`config.mk`:
```
export PLATFORM = sky130hd
export DESIGN_NAME = multicycle_control
export DESIGN_NICKNAME = d
export VERILOG_FILES = /design/src/rtl/mips_ctrl_pkg.sv /design/src/rtl/mem_wait_timer.sv /design/src/rtl/multicycle_control.sv
export SDC_FILE = /design/constraint.sdc
export NUM_CORES = 1
export LEC_CHECK = 0
export ABC_AREA = 0
export ABC_CLOCK_PERIOD_IN_PS = 1740
export BUFFER_PORTS_ARGS = -buffer_cell sky130_fd_sc_hd__buf_4
export CAP_MARGIN = 20
export CELL_PAD_IN_SITES_DETAIL_PLACEMENT = 1
export CELL_PAD_IN_SITES_GLOBAL_PLACEMENT = 2
export CORE_MARGIN = 2
export CORE_UTILIZATION = 26
export DETAILED_ROUTE_END_ITERATION = 7
export PLACE_DENSITY = 0.79
export REMOVE_ABC_BUFFERS = 1
export SLEW_MARGIN = 40
export SYNTH_ARGS = -nofsm -noshare
export SYNTH_HDL_FRONTEND = slang
export SYNTH_SLANG_ARGS = --single-unit
```
`constraint.sdc`:
```
create_clock -name Clk -period 1.74 [get_ports Clk]
set_input_delay 0.087 -clock Clk [delete_from_list [all_inputs] [get_ports Clk]]
set_output_delay 0.087 -clock Clk [all_outputs]
set_load 0.005 [all_outputs]
```
`src/rtl/mips_ctrl_pkg.sv`:
```
// Shared encodings for the multi-cycle MIPS-subset control path.
package mips_ctrl_pkg;

  localparam int unsigned OPCODE_W = 6;
  localparam int unsigned STATE_W  = 4;
  localparam int unsigned ALUOP_W  = 2;
  localparam int unsigned SEL_W    = 2;

  // Instruction opcodes (IR[31:26])
  localparam logic [OPCODE_W-1:0] OP_RTYPE = 6'b000000;
  localparam logic [OPCODE_W-1:0] OP_LW    = 6'b100011;
  localparam logic [OPCODE_W-1:0] OP_SW    = 6'b101011;
  localparam logic [OPCODE_W-1:0] OP_BEQ   = 6'b000100;
  localparam logic [OPCODE_W-1:0] OP_J     = 6'b000010;
  localparam logic [OPCODE_W-1:0] OP_ADDI  = 6'b001000;

  // Control FSM states; encoding is visible on the debug port and must not move
  typedef enum logic [STATE_W-1:0] {
    ST_RESET  = 4'd0,
    ST_FETCH  = 4'd1,
    ST_DECODE = 4'd2,
    ST_MEMADR = 4'd3,
    ST_MEMRD  = 4'd4,
    ST_MEMWB  = 4'd5,
    ST_MEMWR  = 4'd6,
    ST_EXEC   = 4'd7,
    ST_RWB    = 4'd8,
    ST_BRANCH = 4'd9,
    ST_JUMP   = 4'd10,
    ST_ADDIEX = 4'd11,
    ST_ADDIWB = 4'd12,
    ST_HALT   = 4'd15
  } state_e;

  // Codes consumed by the ALU control decoder
  localparam logic [ALUOP_W-1:0] ALUOP_ADD   = 2'b00;
  localparam logic [ALUOP_W-1:0] ALUOP_SUB   = 2'b01;
  localparam logic [ALUOP_W-1:0] ALUOP_FUNCT = 2'b10;

  // ALU operand B selects
  localparam logic [SEL_W-1:0] ALUSRCB_RT      = 2'd0;
  localparam logic [SEL_W-1:0] ALUSRCB_FOUR    = 2'd1;
  localparam logic [SEL_W-1:0] ALUSRCB_IMM     = 2'd2;
  localparam logic [SEL_W-1:0] ALUSRCB_IMM_SH2 = 2'd3;

  // Next-PC selects
  localparam logic [SEL_W-1:0] PCSRC_ALU    = 2'd0;
  localparam logic [SEL_W-1:0] PCSRC_ALUOUT = 2'd1;
  localparam logic [SEL_W-1:0] PCSRC_JUMP   = 2'd2;

  // Write-register selects
  localparam logic [SEL_W-1:0] REGDST_RT = 2'd0;
  localparam logic [SEL_W-1:0] REGDST_RD = 2'd1;

  // States that hold the memory port and wait on MemReady
  function automatic logic is_mem_wait_state(input state_e st);
    return (st == ST_FETCH) || (st == ST_MEMRD) || (st == ST_MEMWR);
  endfunction

  // Opcodes the decoder knows how to sequence
  function automatic logic is_legal_opcode(input logic [OPCODE_W-1:0] op);
    return (op == OP_RTYPE) || (op == OP_LW) || (op == OP_SW) ||
           (op == OP_BEQ)   || (op == OP_J)  || (op == OP_ADDI);
  endfunction

endpackage

```
`src/rtl/mem_wait_timer.sv`:
```
// Bounded wait counter for memory accesses; expired_o is combinational and
// flags the waiting cycle whose edge would bring the count to MAX_WAIT.
module mem_wait_timer #(
  parameter int unsigned MAX_WAIT = 15,
  parameter int unsigned WAIT_W   = 8
) (
  input  logic clk_i,
  input  logic clear_i,
  input  logic en_i,
  output logic expired_o
);

  logic [WAIT_W-1:0] cnt_q;
  logic [WAIT_W-1:0] cnt_d;

  // Next count: clear wins, otherwise count waiting cycles
  always_comb begin
    cnt_d = cnt_q;
    if (clear_i) begin
      cnt_d = '0;
    end else if (en_i) begin
      cnt_d = cnt_q + WAIT_W'(1);
    end
  end

  // Counter register
  always_ff @(posedge clk_i) begin
    cnt_q <= cnt_d;
  end

  // Timeout compare on the last permitted waiting cycle
  always_comb begin
    expired_o = 1'b0;
    if (en_i && (cnt_q == WAIT_W'(MAX_WAIT - 1))) begin
      expired_o = 1'b1;
    end
  end

endmodule

```
`src/rtl/multicycle_control.sv`:
```
// Main control FSM of the multi-cycle MIPS-subset core: sequences fetch,
// decode, execute, memory and writeback and drives every datapath control.
module multicycle_control
  import mips_ctrl_pkg::*;
#(
  parameter int unsigned MAX_WAIT = 15,
  parameter int unsigned WAIT_W   = 8
) (
  input  logic                Clk,
  input  logic                Rst,
  input  logic [OPCODE_W-1:0] Opcode,
  input  logic                MemReady,
  output logic                PCWrite,
  output logic                PCWriteCond,
  output logic                IorD,
  output logic                MemRead,
  output logic                MemWrite,
  output logic                IRWrite,
  output logic                MemtoReg,
  output logic [SEL_W-1:0]    RegDst,
  output logic                RegWrite,
  output logic                ALUSrcA,
  output logic [SEL_W-1:0]    ALUSrcB,
  output logic [ALUOP_W-1:0]  ALUOp,
  output logic [SEL_W-1:0]    PCSource,
  output logic [STATE_W-1:0]  State,
  output logic                Fault
);

  state_e state_q;
  state_e state_d;
  logic   fault_q;
  logic   fault_d;

  logic   wait_en;
  logic   wait_clear;
  logic   wait_expired;

  // Count only while parked on the memory port without a response; any other
  // cycle clears, so each of FETCH/MEMRD/MEMWR is entered with a zero count.
  always_comb begin
    wait_en    = is_mem_wait_state(state_q) && !MemReady;
    wait_clear = Rst || !wait_en;
  end

  mem_wait_timer #(
    .MAX_WAIT (MAX_WAIT),
    .WAIT_W   (WAIT_W)
  ) u_wait_timer (
    .clk_i     (Clk),
    .clear_i   (wait_clear),
    .en_i      (wait_en),
    .expired_o (wait_expired)
  );

  // State and sticky fault registers
  always_ff @(posedge Clk) begin
    if (Rst) begin
      state_q <= ST_RESET;
      fault_q <= 1'b0;
    end else begin
      state_q <= state_d;
      fault_q <= fault_d;
    end
  end

  // Next-state logic and Moore control decode
  always_comb begin
    state_d     = state_q;
    fault_d     = fault_q;
    PCWrite     = 1'b0;
    PCWriteCond = 1'b0;
    IorD        = 1'b0;
    MemRead     = 1'b0;
    MemWrite    = 1'b0;
    IRWrite     = 1'b0;
    MemtoReg    = 1'b0;
    RegDst      = REGDST_RT;
    RegWrite    = 1'b0;
    ALUSrcA     = 1'b0;
    ALUSrcB     = ALUSRCB_RT;
    ALUOp       = ALUOP_ADD;
    PCSource    = PCSRC_ALU;

    unique case (state_q)
      ST_RESET: begin
        state_d = ST_FETCH;
      end

      ST_FETCH: begin
        // PC+4 through the ALU; IR and PC load only on the completing cycle
        MemRead = 1'b1;
        IorD    = 1'b0;
        ALUSrcA = 1'b0;
        ALUSrcB = ALUSRCB_FOUR;
        ALUOp   = ALUOP_ADD;
        PCSource = PCSRC_ALU;
        IRWrite = MemReady;
        PCWrite = MemReady;
        if (MemReady) begin
          state_d = ST_DECODE;
        end else if (wait_expired) begin
          fault_d = 1'b1;
          state_d = ST_HALT;
        end
      end

      ST_DECODE: begin
        // Branch target precompute while the opcode is decoded
        ALUSrcA = 1'b0;
        ALUSrcB = ALUSRCB_IMM_SH2;
        ALUOp   = ALUOP_ADD;
        if (!is_legal_opcode(Opcode)) begin
          fault_d = 1'b1;
          state_d = ST_HALT;
        end else if (Opcode == OP_RTYPE) begin
          state_d = ST_EXEC;
        end else if ((Opcode == OP_LW) || (Opcode == OP_SW)) begin
          state_d = ST_MEMADR;
        end else if (Opcode == OP_BEQ) begin
          state_d = ST_BRANCH;
        end else if (Opcode == OP_J) begin
          state_d = ST_JUMP;
        end else begin
          state_d = ST_ADDIEX;
        end
      end

      ST_MEMADR: begin
        ALUSrcA = 1'b1;
        ALUSrcB = ALUSRCB_IMM;
        ALUOp   = ALUOP_ADD;
        state_d = (Opcode == OP_LW) ? ST_MEMRD : ST_MEMWR;
      end

      ST_MEMRD: begin
        MemRead = 1'b1;
        IorD    = 1'b1;
        if (MemReady) begin
          state_d = ST_MEMWB;
        end else if (wait_expired) begin
          fault_d = 1'b1;
          state_d = ST_HALT;
        end
      end

      ST_MEMWB: begin
        RegDst   = REGDST_RT;
        MemtoReg = 1'b1;
        RegWrite = 1'b1;
        state_d  = ST_FETCH;
      end

      ST_MEMWR: begin
        MemWrite = 1'b1;
        IorD     = 1'b1;
        if (MemReady) begin
          state_d = ST_FETCH;
        end else if (wait_expired) begin
          fault_d = 1'b1;
          state_d = ST_HALT;
        end
      end

      ST_EXEC: begin
        ALUSrcA = 1'b1;
        ALUSrcB = ALUSRCB_RT;
        ALUOp   = ALUOP_FUNCT;
        state_d = ST_RWB;
      end

      ST_RWB: begin
        RegDst   = REGDST_RD;
        MemtoReg = 1'b0;
        RegWrite = 1'b1;
        state_d  = ST_FETCH;
      end

      ST_BRANCH: begin
        ALUSrcA     = 1'b1;
        ALUSrcB     = ALUSRCB_RT;
        ALUOp       = ALUOP_SUB;
        PCWriteCond = 1'b1;
        PCSource    = PCSRC_ALUOUT;
        state_d     = ST_FETCH;
      end

      ST_JUMP: begin
        PCWrite  = 1'b1;
        PCSource = PCSRC_JUMP;
        state_d  = ST_FETCH;
      end

      ST_ADDIEX: begin
        ALUSrcA = 1'b1;
        ALUSrcB = ALUSRCB_IMM;
        ALUOp   = ALUOP_ADD;
        state_d = ST_ADDIWB;
      end

      ST_ADDIWB: begin
        RegDst   = REGDST_RT;
        MemtoReg = 1'b0;
        RegWrite = 1'b1;
        state_d  = ST_FETCH;
      end

      ST_HALT: begin
        // Parked until reset; only Fault remains visible
        state_d = ST_HALT;
      end

      default: begin
        // Unused encodings recover through RESET
        state_d = ST_RESET;
      end
    endcase
  end

  // Debug and status outputs
  always_comb begin
    State = state_q;
    Fault = fault_q;
  end

endmodule

```
Yosys cells after proc, flatten, opt, wreduce, memory -nomap -nowiden
Index checks and enable logic that the tools add are counted.
{"block": "word_totals", "register_bits": 13, "latch_bits": 0, "mem_bits_rw": 0, "romBits": 0, "input_bits": 9, "out_inout_bits": 22, "wordCells": 79, "n_memories": 0}
{"block": "classes", "n_addsub": 1, "multipliers": 0, "n_div": 0, "magnitude_cmp": 0, "eq_ne": 22, "n_shift": 0, "mux": 29, "n_bitwise": 0, "reduce_logical": 24}
{"operator": "case mux 4 bit (9 select lines)", "count": 1}
{"operator": "2-to-1 mux 4 bit", "count": 7}
{"operator": "equality test 4 bit, second input constant", "count": 6}
{"operator": "equality test 4 x 3 -> 1 bit, second input constant", "count": 4}
{"operator": "2-to-1 mux 1 bit", "count": 14}
{"operator": "equality test 6 bit, second input constant", "count": 2}
{"operator": "logical OR 1 bit", "count": 9}
{"operator": "adder 8 x 1 -> 8 bit, second input constant", "count": 1}
{"operator": "equality test 4 x 2 -> 1 bit, second input constant", "count": 2}
{"operator": "equality test 8 x 4 -> 1 bit, second input constant", "count": 1}
{"operator": "case mux 2 bit (2 select lines)", "count": 2}
{"operator": "equality test 6 x 2 -> 1 bit, second input constant", "count": 1}
{"operator": "equality test 6 x 3 -> 1 bit, second input constant", "count": 1}
{"operator": "equality test 6 x 4 -> 1 bit, second input constant", "count": 1}
{"operator": "logical NOT 6 bit", "count": 1}
{"operator": "case mux 2 bit (3 select lines)", "count": 1}
{"operator": "OR reduction 2 bit", "count": 3}
{"operator": "OR reduction 3 bit", "count": 2}
{"operator": "OR reduction 6 bit", "count": 1}
{"operator": "equality test 4 x 1 -> 1 bit, second input constant", "count": 1}
{"operator": "logical NOT 4 bit", "count": 1}
{"operator": "2-to-1 mux 2 bit", "count": 2}
{"operator": "inequality test 2 bit, second input constant", "count": 2}
{"operator": "case mux 1 bit (2 select lines)", "count": 2}
{"operator": "other kinds (6)", "count": 8}

Logic depth before layout (Yosys ltp)
{"block": "logic_depth", "ltp_word": 9, "depth_mapped": 6, "mapped_depth_nobuf": 6}

Cells and area by module
Synthesis repeated with hierarchy kept, for this count alone.
{"block": "unflattened", "hier_cells": 144, "area_unflattened_um2": 1043.5}
{"mod": "multicycle_control", "instances": 1, "cells_per_inst": 103, "area_each_um2": 675.6, "seq_area_each_um2": 100.1}
{"mod": "mem_wait_timer", "instances": 1, "cells_per_inst": 41, "area_each_um2": 367.9, "seq_area_each_um2": 160.2}

Worst setup path after synthesis
No wires, ideal clock.
{"block": "synth_path", "path_type": "register to register", "startpoint": "register state_q[0], in the netlist State[0]", "endpoint": "register u_wait_timer.cnt_q[2]", "arrival_time_ns": 1.436, "t_required_ns": 1.676, "path_slack_ns": 0.240, "stages_incl_launch_ff": 7, "n_path_buf": 2, "period_less_slack_ns": 1.500, "cell_sequence": "dfxtp_1 buf_4 or3b_1 a211oi_2 nand2b_1 buf_2 nor2_1"}
{"block": "synth_between", "elab_chain_len": 6, "word_cells_on_any_way": 8}
{"item": "from (decl)", "line": "multicycle_control.sv:30", "rtl": "state_e state_q;"}
{"item": "from (signal assigned)", "line": "multicycle_control.sv:62", "rtl": "state_q <= state_d;"}
{"item": "equality test 4 x 1 -> 1 bit or equality test 4 x 3 -> 1 bit (tied branches)", "line": "mips_ctrl_pkg.sv:57", "rtl": "return (st == ST_FETCH) || (st == ST_MEMRD) || (st == ST_MEMWR);"}
{"item": "logical OR 1 bit", "line": "mips_ctrl_pkg.sv:57"}
{"item": "logical OR 1 bit *", "line": "mips_ctrl_pkg.sv:57"}
{"item": "logical AND 1 bit *", "line": "multicycle_control.sv:42", "rtl": "wait_en = is_mem_wait_state(state_q) && !MemReady;"}
{"item": "logical NOT 1 bit", "line": "multicycle_control.sv:43", "rtl": "wait_clear = Rst || !wait_en;"}
{"item": "logical OR 1 bit", "line": "multicycle_control.sv:43"}
{"item": "to (signal assigned)", "line": "mem_wait_timer.sv:28", "rtl": "cnt_q <= cnt_d;"}
{"item": "to (decl)", "line": "mem_wait_timer.sv:13", "rtl": "logic [WAIT_W-1:0] cnt_q;"}
Every way passes the cells marked *; elsewhere a longest branch is shown, timed or not.
A chain may end at the register's enable or synchronous reset.

Final worst setup path
{"block": "layout_path", "startpoint": "register state_q[2], in the netlist State[2]", "endpoint": "output PCWrite"}
{"block": "layout_between", "elab_chain_len": 2, "word_cells_on_any_way": 3}
{"item": "equality test 4 bit or equality test 4 x 1 -> 1 bit (tied branches)", "line": "multicycle_control.sv:85", "rtl": "unique case (state_q)"}
{"item": "case mux 1 bit (2 select lines) *", "line": "multicycle_control.sv:85"}
{"item": "to (decl)", "line": "multicycle_control.sv:13", "rtl": "output logic PCWrite,"}
Marked as above.

==> impl_metrics.env <==
export IMPL_drive_gt1_share_pct=27.0
export IMPL_final_fill_count=438
export IMPL_worstPathRequired_ns=1.65
export IMPL_grt_max_degree=18
export IMPL_outcome="completed"
export IMPL_worstSetupEndpointType="output pin"
export IMPL_synthFlopType="dfxtp_1"
export IMPL_r2r_start="State[1]$_SDFF_PP0_"
export IMPL_die_h_um=64.3
export IMPL_critPathLaunchType="register"
export IMPL_ios=31
export IMPL_setup_violations=0
export IMPL_ys_seq_elements=13
export IMPL_crit_slowest_cell="or3b_2"
export IMPL_ys_warn_count=0
export IMPL_drt_iter0_drc=37
export IMPL_worstSetupPathType="register to output pin"
export IMPL_peakVddDrop_mv=0.421
export IMPL_antenna_cells=0
export IMPL_timing_fmax_mhz=603
export IMPL_synthArstFlopShare_pct=0
export IMPL_drv_cap=0
export IMPL_whs_ns=0.163
export IMPL_synth_distinct_cells=43
export IMPL_fin_crit_ns=1.66
export IMPL_fin_util_pct=36.6
export IMPL_synth_cells=129
export IMPL_post_cts_buffers=0
export IMPL_core_area_mm2=0.00342
export IMPL_path_buf_inv=2
export IMPL_yosys_area_top_type="dfxtp_1"
export IMPL_r2r_slack_ns=0.21
export IMPL_grt_pass1_wl_mm=4.91
export IMPL_hold_depth=4
export IMPL_postRouteAntennaNets=0
export IMPL_dp_hpwl_mm=2.21
export IMPL_clkTransAtPathRegs_ns=0.08
export IMPL_cp_slowest_stage_delay_ns=0.49
export IMPL_min_path_type="primary input to register"
export IMPL_synth_top_area_share_pct=27.5
export IMPL_crit_family="simple AND/OR/NAND/NOR gates"
export IMPL_initial_core_util_pct=27.7
export IMPL_clockRootBuffer="clkbuf_4"
export IMPL_io_buffer_count=29
export IMPL_antenna_found_initial=0
export IMPL_synth_avg_cell_area_um2=7.32
export IMPL_routed_wl_mm=2.79
export IMPL_crit_arrival_ns=1.57
export IMPL_fp_dieW_um=64.3
export IMPL_cpMostUsedCell="buf_4"
export IMPL_setup_tns_ns=0
export IMPL_synth_area_um2=945
export IMPL_dieArea_mm2=0.00413
export IMPL_power_density_mw_per_mm2=1310
export IMPL_rows=21
export IMPL_clock_skew_final_ns=0.00240
export IMPL_drt_first_pass_iters=4
export IMPL_grt_pass1_vias=1068
export IMPL_clock_sinks=13
export IMPL_fin_nets=171
export IMPL_r2r_end="u_wait_timer.cnt_q[2]$_SDFFE_PP0P_"
export IMPL_clockBufferDepth=2
export IMPL_place_congestion=0.810
export IMPL_reg2regPathDepth=4
export IMPL_final_period_utilization_pct=95.2
export IMPL_ys_top_cells_by_area="dfxtp_1, nor2_1, xor2_1"
export IMPL_cts_htree_levels=1
export IMPL_insertion_delay_ns=0.28
export IMPL_wl_per_cell_um=13.6
export IMPL_hold_end="State[3]$_SDFF_PP0_"
export IMPL_synth_common_cells="nor2_1, dfxtp_1, nand2_1"
export IMPL_hold_start="MemReady"
export IMPL_synth_seq_area_share_pct=27.5
export IMPL_crit_fanout=15
export IMPL_grtUsageTotal_pct=14.9
export IMPL_cts_buffers=3
export IMPL_hold_violations=0
export IMPL_yosysMostFrequentCell="nor2_1"
export IMPL_area_delta_synth_final_pct=32.3
export IMPL_overflow=0
export IMPL_routed_via_density=5.00
export IMPL_drc=0
export IMPL_path_cells="buf_4, or3b_2, o22ai_1, buf_4"
export IMPL_rsz0062_at_grt="no"
export IMPL_synth_edff_count=0
export IMPL_tritoncts="yes"
export IMPL_drv_slew=0
export IMPL_p_leak_nw=0.511
export IMPL_num_vias=1026
-- registers in the layout (all words and copies together) (netlist names) --
name and cells:
u_wait_timer.cnt_q 8, State 4, Fault 1
-- where the power goes --
| group | internal, mW | leakage [nW] | switching (mW) |
|---|---|---|---|
| combinational | 0.504 | 0.390 | 0.554 |
| clock | 0.0891 | 0.0150 | 0.0968 |
| sequential | 0.351 | 0.106 | 0.0406 |
-- routing by layer --
layer | part of all wire (%) | wire, µm | GRT usage [%] | vias up
met3 | 4.6 | 129 | 2.46 | 5
met2 | 47 | 1310 | 24.9 | 25
met1 | 47 | 1310 | 18.8 | 477
met4 | 1.7 | 48 | 6.38 | 0
li1 | - | - | - | 519
met5 | 0 | 0 | 0 | -
-- how the worst max path moves through the flow --
stage	end	slack (ns)	cells after the start	startpoint
2_1_floorplan	u_wait_timer.cnt_q[2]$_SDFFE_PP0P_	0.10	4	State[0]$_SDFF_PP0_
3_3_place_gp	State[2]$_SDFF_PP0_	0.18	5	State[0]$_SDFF_PP0_
3_5_place_dp	State[2]$_SDFF_PP0_	0.18	5	State[0]$_SDFF_PP0_
4_1_cts	PCWriteCond	0.06	5	State[0]$_SDFF_PP0_
5_1_grt	PCWrite	0.03	4	State[2]$_SDFF_PP0_
6_report	PCWrite	0.08	4	State[2]$_SDFF_PP0_
-- per-stage QoR --
stage,worst slack (ns),power [mW],instance area (µm²),cells
after floorplan,0.104,0.943,890,119
after global placement,0.179,1.43,1210,200
after detailed placement,0.181,1.46,1210,200
after CTS,0.0627,1.65,1250,205
after global routing,0.0332,1.80,1250,205
final,0.0829,1.64,1250,205
-- layout by cell type (no fill, tap or decap), types with 2 or more instances in the layout --
| master | instances |
|---|---|
| and2_1 | 3 |
| inv_1 | 5 |
| nor3_1 | 3 |
| nand2b_1 | 5 |
| o311ai_0 | 2 |
| nor2_1 | 23 |
| ha_1 | 2 |
| clkbuf_4 | 3 |
| xnor2_1 | 2 |
| a31oi_1 | 2 |
| nand2_1 | 7 |
| dfxtp_1 | 12 |
| xor2_1 | 6 |
| o21ai_0 | 3 |
| and3_1 | 3 |
| nor4_1 | 2 |
| buf_4 | 35 |
| o22ai_1 | 3 |
| a21oi_1 | 6 |
| nand3_1 | 3 |
| nand4_1 | 4 |
-- cells by family after synthesis --
group	Yosys count	synth area share (%)
DFF	13	27.5
adders and majority gates	2	2.65
xor gates and xnor gates	8	7.42
buffers and inverters	15	7.81
AOI/OAI and AO/OA	27	19.9
and+or+nand+nor	63	34.3
other	1	0.397
-- worst register-to-register path, delay by kind of cell, from the launching register on --
family,cells,cell delay [ns]
and+or+nand+nor,3,0.80
AOI/OAI and AO/OA,1,0.34
DFF,1,0.34
-- layout make-up --
cell class	count	area, µm²	share of cell area [%]
repair buffers	36	273	21.8
well taps	46	57.6	4.60
inverters	5	18.8	1.50
clock buffers	4	26.3	2.10
flip-flops and latches	13	262	20.9
multi-input cells	101	613	49.0
-- timing repair --
item / 4_1_cts / 5_1_grt
endpoints found under the hold margin: 1 / 0
endpoints found under the setup margin: 0 / 4
resized for setup: 0 / 2
hold buffers: 1 / 0
No activity file was read; power rests on OpenSTA's default activity.
